File: src/rtl/count_extender.sv
// count_extender: checks a 4-bit ripple counter's steps, extends it with a wrap
// counter and hands out coherent {wrap, count} snapshots over valid/ready.
module count_extender #(
  parameter int unsigned WRAP_W = 8
) (
  input  logic                clock,
  input  logic                reset_,
  input  logic                enable,
  input  logic [3:0]          q,
  input  logic                snap_req,
  input  logic                snap_ready,
  input  logic                err_clr,
  output logic                snap_valid,
  output logic [WRAP_W+3:0]   snap_data,
  output logic                wrap_pulse,
  output logic                err
);

  localparam int unsigned CNT_W  = 4;
  localparam int unsigned SNAP_W = WRAP_W + CNT_W;

  typedef enum logic {
    ST_INIT  = 1'b0,
    ST_TRACK = 1'b1
  } state_e;

  state_e              state_q, state_d;
  logic [CNT_W-1:0]    prev_q, prev_d;
  logic [WRAP_W-1:0]   wrap_cnt_q, wrap_cnt_d;
  logic                wrap_pulse_q, wrap_pulse_d;
  logic                err_q, err_d;
  logic                snap_valid_q, snap_valid_d;
  logic [SNAP_W-1:0]   snap_data_q, snap_data_d;
  logic [CNT_W-1:0]    prev_inc;

  assign prev_inc = CNT_W'(prev_q + CNT_W'(1));

  // Tracking FSM: first enabled sample is trusted, then every change must be +1 mod 16
  always_comb begin
    state_d      = state_q;
    prev_d       = prev_q;
    wrap_cnt_d   = wrap_cnt_q;
    wrap_pulse_d = 1'b0;
    err_d        = err_q & ~err_clr;
    if (enable) begin
      unique case (state_q)
        ST_INIT: begin
          prev_d  = q;
          state_d = ST_TRACK;
        end
        ST_TRACK: begin
          if (q == prev_q) begin
            // counter paused; nothing to do
          end else if (q == prev_inc) begin
            prev_d = q;
            if (prev_q == 4'hF) begin
              wrap_cnt_d   = WRAP_W'(wrap_cnt_q + WRAP_W'(1));
              wrap_pulse_d = 1'b1;
            end
          end else begin
            // illegal jump: flag it and resynchronise to the observed value
            err_d  = 1'b1;
            prev_d = q;
          end
        end
        default: state_d = ST_INIT;
      endcase
    end
  end

  // Snapshot handshake: capture post-edge values, hold until consumed, one idle cycle after
  always_comb begin
    snap_valid_d = snap_valid_q;
    snap_data_d  = snap_data_q;
    if (snap_valid_q) begin
      if (snap_ready) begin
        snap_valid_d = 1'b0;
      end
    end else if (snap_req) begin
      snap_valid_d = 1'b1;
      if (state_q == ST_INIT) begin
        snap_data_d = {wrap_cnt_q, q};
      end else begin
        snap_data_d = {wrap_cnt_d, prev_d};
      end
    end
  end

  // State registers
  always_ff @(posedge clock or negedge reset_) begin
    if (!reset_) begin
      state_q      <= ST_INIT;
      prev_q       <= '0;
      wrap_cnt_q   <= '0;
      wrap_pulse_q <= 1'b0;
      err_q        <= 1'b0;
      snap_valid_q <= 1'b0;
      snap_data_q  <= '0;
    end else begin
      state_q      <= state_d;
      prev_q       <= prev_d;
      wrap_cnt_q   <= wrap_cnt_d;
      wrap_pulse_q <= wrap_pulse_d;
      err_q        <= err_d;
      snap_valid_q <= snap_valid_d;
      snap_data_q  <= snap_data_d;
    end
  end

  assign snap_valid = snap_valid_q;
  assign snap_data  = snap_data_q;
  assign wrap_pulse = wrap_pulse_q;
  assign err        = err_q;

endmodule

File: config.mk
export PLATFORM = sky130hd
export DESIGN_NAME = count_extender
export DESIGN_NICKNAME = d
export VERILOG_FILES = /design/src/rtl/count_extender.sv
export SDC_FILE = /design/constraint.sdc
export NUM_CORES = 1
export LEC_CHECK = 0
export CAP_MARGIN = 25
export CORE_UTILIZATION = 55
export CTS_CLUSTER_DIAMETER = 60
export DETAILED_ROUTE_END_ITERATION = 10
export DONT_BUFFER_PORTS = 1
export PLACE_DENSITY = 0.7
export SYNTH_ARGS = -nofsm -noshare
export SYNTH_HDL_FRONTEND = slang
export SYNTH_SLANG_ARGS = --single-unit
File: constraint.sdc
create_clock -name clock -period 3.8 [get_ports clock]
set_input_delay 0.76 -clock clock [delete_from_list [all_inputs] [get_ports clock]]
set_output_delay 0.76 -clock clock [all_outputs]
set_load 0.02 [all_outputs]
==> flow_metrics.tcl, run 1 <==
set metrics [dict create \
    clkLatencyLatePin_ns 0.32 \
    die_x_um 50.0 \
    worstSetupPathType "reg2reg" \
    ir_drop_uv 343 \
    cts_buffers 3 \
    drt-initial-drc-count 3 \
    route.met3.wl_um 93 \
    post_dp_cell_area_um2 1290 \
    clock_skew_ns 0.00509 \
    drt-met1-wl_um 1040 \
    synth_seq_area_share_pct 55.3 \
    slew_violations 0 \
    async_reset_ff_share_pct 100 \
    cts_sinks 28 \
    fin_setup_tns_ns 0 \
    setup_viol 0 \
    grt_pass1_vias 783 \
    synth_top_cell_by_area "dfrtp_1" \
    critical_path_arrival_ns 2.60 \
    drv_cap 0 \
    worst_pin_slew_ns 0.594 \
    cts.htree.levels 1 \
    rrSetupSlack_ns 1.43 \
    fillers 178 \
    area_delta_synth_final_pct 5.93 \
    highest_layer "met4" \
    yosysTopAreaCellShare_pct 55.3 \
    synth.net_count 113 \
    crit_path_end_kind "flip-flop" \
    final-hold-violation-count 0 \
    fp.coreArea_um2 2190 \
    port_buffers 0 \
    cp-start-kind "flip-flop" \
    ant_nets 0 \
    cts.clk_slew.worst_paths_ns 0.15 \
    syn_avg_cell_area_um2 12.5 \
    die-area_um2 2500 \
    die_h_um 50.0 \
    ioPinCount 25 \
    gp_congestion 0.773 \
    power_density_nw_per_um2 461 \
    yosys_warnings 0 \
    ys.flop_type "dfrtp_1" \
    synth.distinct_cells 23 \
    syn_area_um2 1270 \
    grt_start_max_net_pins 29 \
    timing.hold.worst.class "in2async" \
    status "finished, final reports clean" \
    routed-wl-met2_um 947 \
    drt_wl_total_um 2100 \
    synth_most_common_cell "dfrtp_1" \
    viasPerCell 5.71 \
    dp_hpwl_um 1520 \
    antenna_found_initial 0 \
    synth_edf_count 0 \
    ctsHoldBuffers 0 \
    grt_overflow 0 \
    reg2reg_depth 6 \
    cts.path.max_buffers 2 \
    wl_per_cell_um 16.2 \
    synthTopCellsByArea "dfrtp_1, mux2_2, xnor2_1" \
    via_count 742 \
    post_cts_resized 0 \
    start_util_pct 57.8 \
    post_cts_buffers 0 \
    yosys_register_bits 28 \
    drive_gt1_share_pct 20.6 \
    maxClockFrequency_mhz 421 \
    p_leak_nw 0.628 \
    rsz0062_at_grt "false" \
    synth_cells 101 \
    drc_errors 0 \
    final_cells 130 \
    rows 17 \
    cp_max_fo 6 \
    grt_pass1_wl_um 3500 \
    max_slew_margin_pct 60.3 \
    synthTopCellsByCount "dfrtp_1, mux2_2, xnor2_1" \
    crit_required_ns 4.03 \
    place_inst 126 \
    min_period_ns 2.37 \
    finalNetCount 115 \
    cts_tree "built" \
    firstDrtPassIters 4 \
    fin_crit_sh_pct 62.5 \
    design_area_um2 1340 \
    grtUsageTotal_pct 19.3 \
    root_buffer "clkbuf_4" \
    n_antenna_cell 0 \
]
cells in the final DEF, fill, tap and decap left out, types with 2 or more instances in the layout:
master	n
and4_1	2
o21ai_0	5
nand4b_1	2
mux2_2	12
nand4_1	3
mux2i_1	4
xor2_2	2
clkbuf_4	3
dfrtp_1	28
nor3_1	3
nand3_1	4
inv_1	3
xnor2_1	11
nand2_1	10
ha_1	2
power by group:
part	internal [mW]	leakage, nW	total (mW)	switching, mW
clock	0.107	0.0279	0.192	0.0855
combinational	0.0307	0.235	0.0678	0.0371
sequential	0.320	0.365	0.358	0.0382
total	0.457	0.628	0.618	0.161
per-layer routing:
metal / vias up / GRT usage [%]
li1: 351 / -
met1: 371 / 25.9
met2: 18 / 29.1
met3: 2 / 4.94
met4: 0 / 8.57
met5: - / 0
final timing paths:
check | from | endpoint
min in group clock | wrap_cnt_q[6]$_DFF_PN0_ | wrap_cnt_q[6]$_DFF_PN0_
max | prev_q[0]$_DFF_PN0_ | snap_data[8]$_DFFE_PN0P_
max reg2reg | prev_q[0]$_DFF_PN0_ | snap_data[8]$_DFFE_PN0P_
min | reset_ | wrap_pulse$_DFF_PN0_
max in group asynchronous | reset_ | prev_q[1]$_DFF_PN0_
min reg2reg | wrap_cnt_q[6]$_DFF_PN0_ | wrap_cnt_q[6]$_DFF_PN0_
stage by stage:
stage	hold WS [ns]	setup slack, ns	power, mW	utilization [%]
floorplan	0.440	1.57	0.418	-
global placement	0.455	1.52	0.429	58.8
detailed placement	0.465	1.43	0.432	58.8
CTS	0.0929	1.43	0.623	61.2
global route	0.0671	1.34	0.646	61.2
finish	0.105	1.43	0.618	61.2
sequential cells by signal, summed over array words and instances (netlist names):
signal and cells:
state_q 1, wrap_pulse 1, prev_q 4, wrap_cnt_q 8
err 1, snap_valid 1, snap_data 12
critical path: stages, from the launching register on:
cell,delay [ns]
dfrtp_1,0.45
ha_1,0.32
xnor2_1,0.43
nor4b_1,0.47
nand4_1,0.19
xnor2_1,0.17
mux2_2,0.26
logic make-up after synthesis:
kind of cell	after synthesis	synth area share [%]
multiplexers	17	15.0
adder cells (fa/ha/maj)	2	1.98
AO/OA/AOI/OAI	6	2.67
flip-flops	28	55.3
AND/OR/NAND/NOR	28	12.3
buffers and inverters	6	1.88
XOR/XNOR	14	10.9
area by class of cell:
class / count / area, um^2 / share of cell area [%]
sequential: 28 / 701 / 52.2
inverter: 3 / 11.3 / 0.840
clock inverter: 1 / 30.0 / 2.24
multi-input combinational: 67 / 542 / 40.4
clock buffer: 3 / 22.5 / 1.68
tap: 28 / 35.0 / 2.61
Note: power is estimated with default switching activity, not from simulation.
==> inputs of run 2 (changes only) <==
==> constraint.sdc (replaced) <==
create_clock -name clock -period 2.39 [get_ports clock]
set_input_delay 0.478 -clock clock [delete_from_list [all_inputs] [get_ports clock]]
set_output_delay 0.478 -clock clock [all_outputs]
set_load 0.02 [all_outputs]
==> flow_metrics.tcl, run 2 (synthesis results as in run 1) <==
set metrics [dict create \
    clock_skew_ns 0.00566 \
    post_cts_resized 0 \
    cts.clk_slew.worst_paths_ns 0.13 \
    grt_overflow 0 \
    cts_sinks 28 \
    fin_crit_sh_pct 86.6 \
    fin_setup_tns_ns 0 \
    design_area_um2 1360 \
    grt_pass1_vias 785 \
    p_leak_nw 0.642 \
    port_buffers 0 \
    rsz0062_at_grt "false" \
    ioPinCount 25 \
    clkLatencyLatePin_ns 0.32 \
    drc_errors 0 \
    ant_nets 0 \
    max_slew_margin_pct 61.1 \
    drt_wl_total_um 2040 \
    wl_per_cell_um 15.2 \
    rows 17 \
    crit_required_ns 2.61 \
    maxClockFrequency_mhz 483 \
    drv_cap 0 \
    dp_hpwl_um 1530 \
    timing.hold.worst.class "in2reg" \
    firstDrtPassIters 2 \
    final_cells 134 \
    ff_latch_area_um2 701 \
    post_dp_cell_area_um2 1310 \
    cp-start-kind "flip-flop" \
    gp_congestion 0.785 \
    root_buffer "clkbuf_4" \
    final-hold-violation-count 0 \
    drive_gt1_share_pct 22.6 \
    cts_tree "built" \
    die_h_um 50.0 \
    start_util_pct 57.8 \
    worstSetupPathType "reg2reg" \
    multi_input_area_um2 542 \
    cts.htree.levels 1 \
    post_cts_buffers 0 \
    place_inst 129 \
    finalNetCount 120 \
    area_delta_synth_final_pct 7.71 \
    die_x_um 50.0 \
    antenna_found_initial 0 \
    drt-initial-drc-count 15 \
    slew_violations 0 \
    cp_max_fo 4 \
    die-area_um2 2500 \
    via_count 753 \
    setup_viol 0 \
    largest_register_ffs 12 \
    ir_drop_uv 508 \
    final_cell_mix "dfrtp_1, mux2_2, xnor2_1" \
    total_power_mw 0.884 \
    critical_path_arrival_ns 2.29 \
    worst_pin_slew_ns 0.583 \
    cts.path.max_buffers 2 \
    fp.coreArea_um2 2190 \
    grt_pass1_wl_um 3510 \
    crit_path_end_kind "flip-flop" \
    viasPerCell 5.62 \
    min_period_ns 2.07 \
    power_density_nw_per_um2 648 \
    fillers 187 \
    grtUsageTotal_pct 19.2 \
    n_antenna_cell 0 \
    cts_buffers 3 \
    grt_start_max_net_pins 29 \
    status "finished, final reports clean" \
    final_common_cell "dfrtp_1" \
]
## run 2: cell count changes in the layout (fill, tap and decap cells not counted)
cell	before	now
bufinv_16	1	0
buf_4	0	3
buf_12	0	1
dlygate4sd3_1	0	1
## run 2: what timing repair did
action | in CTS | in global routing
endpoints found under the hold margin | 28 | 0
hold buffers | 2 | 0
setup endpoints to repair | 0 | 0
## run 2: worst paths after layout
check | from | endpoint | slack [ns] | cells after the start
max reg2reg | prev_q[0]$_DFF_PN0_ | snap_data[8]$_DFFE_PN0P_ | 0.32 | 6
min reg2reg | wrap_cnt_q[5]$_DFF_PN0_ | wrap_cnt_q[5]$_DFF_PN0_ | 0.49 | 1
max | prev_q[0]$_DFF_PN0_ | snap_data[8]$_DFFE_PN0P_ | 0.32 | 6
min | snap_ready | snap_valid$_DFF_PN0_ | 0.24 | 1
min in group asynchronous | reset_ | wrap_pulse$_DFF_PN0_ | 0.58 | 2
max in group asynchronous | reset_ | wrap_cnt_q[6]$_DFF_PN0_ | 1.66 | 2
## run 2: cell type report
| cell class | count | area share (%) |
|---|---|---|
| tap | 28 | 2.57 |
| sequential | 28 | 51.4 |
| multi-input combinational | 67 | 39.7 |
| clock buffer | 3 | 1.65 |
| timing repair buffer | 5 | 3.85 |
| inverter | 3 | 0.826 |
## run 2: per-stage QoR
| stage | worst slack [ns] | util, % | hold slack, ns |
|---|---|---|---|
| floorplan | 0.257 | - | 0.182 |
| global placement | 0.344 | 59.9 | 0.183 |
| detailed placement | 0.322 | 59.9 | 0.183 |
| CTS | 0.306 | 62.3 | 0.225 |
| global route | 0.181 | 62.3 | 0.226 |
| finish | 0.319 | 62.3 | 0.238 |
## run 2: layer usage
metal  wire [um]  vias up  track usage, %  part of all wire [%]
li1            -      359               -                     -
met3         104        4            5.25                   5.1
met1         983      370            26.8                    48
met2         925       20            27.8                    45
met5           0        -               0                     0
met4          29        0            8.57                   1.4
## run 2: power by group
part	leakage, nW	switching [mW]	internal [mW]
Sequential	0.365	0.0613	0.509
Combinational	0.264	0.0689	0.0634
Clock	0.0138	0.123	0.0590
Total	0.642	0.253	0.631
## run 2: worst max-delay path, cell delays in order, from the launching register on
cell and delay, ns:
dfrtp_1 0.44, ha_1 0.33, xnor2_1 0.18, nor4b_1 0.44, nand4_1 0.17, xnor2_1 0.16, mux2_2 0.26
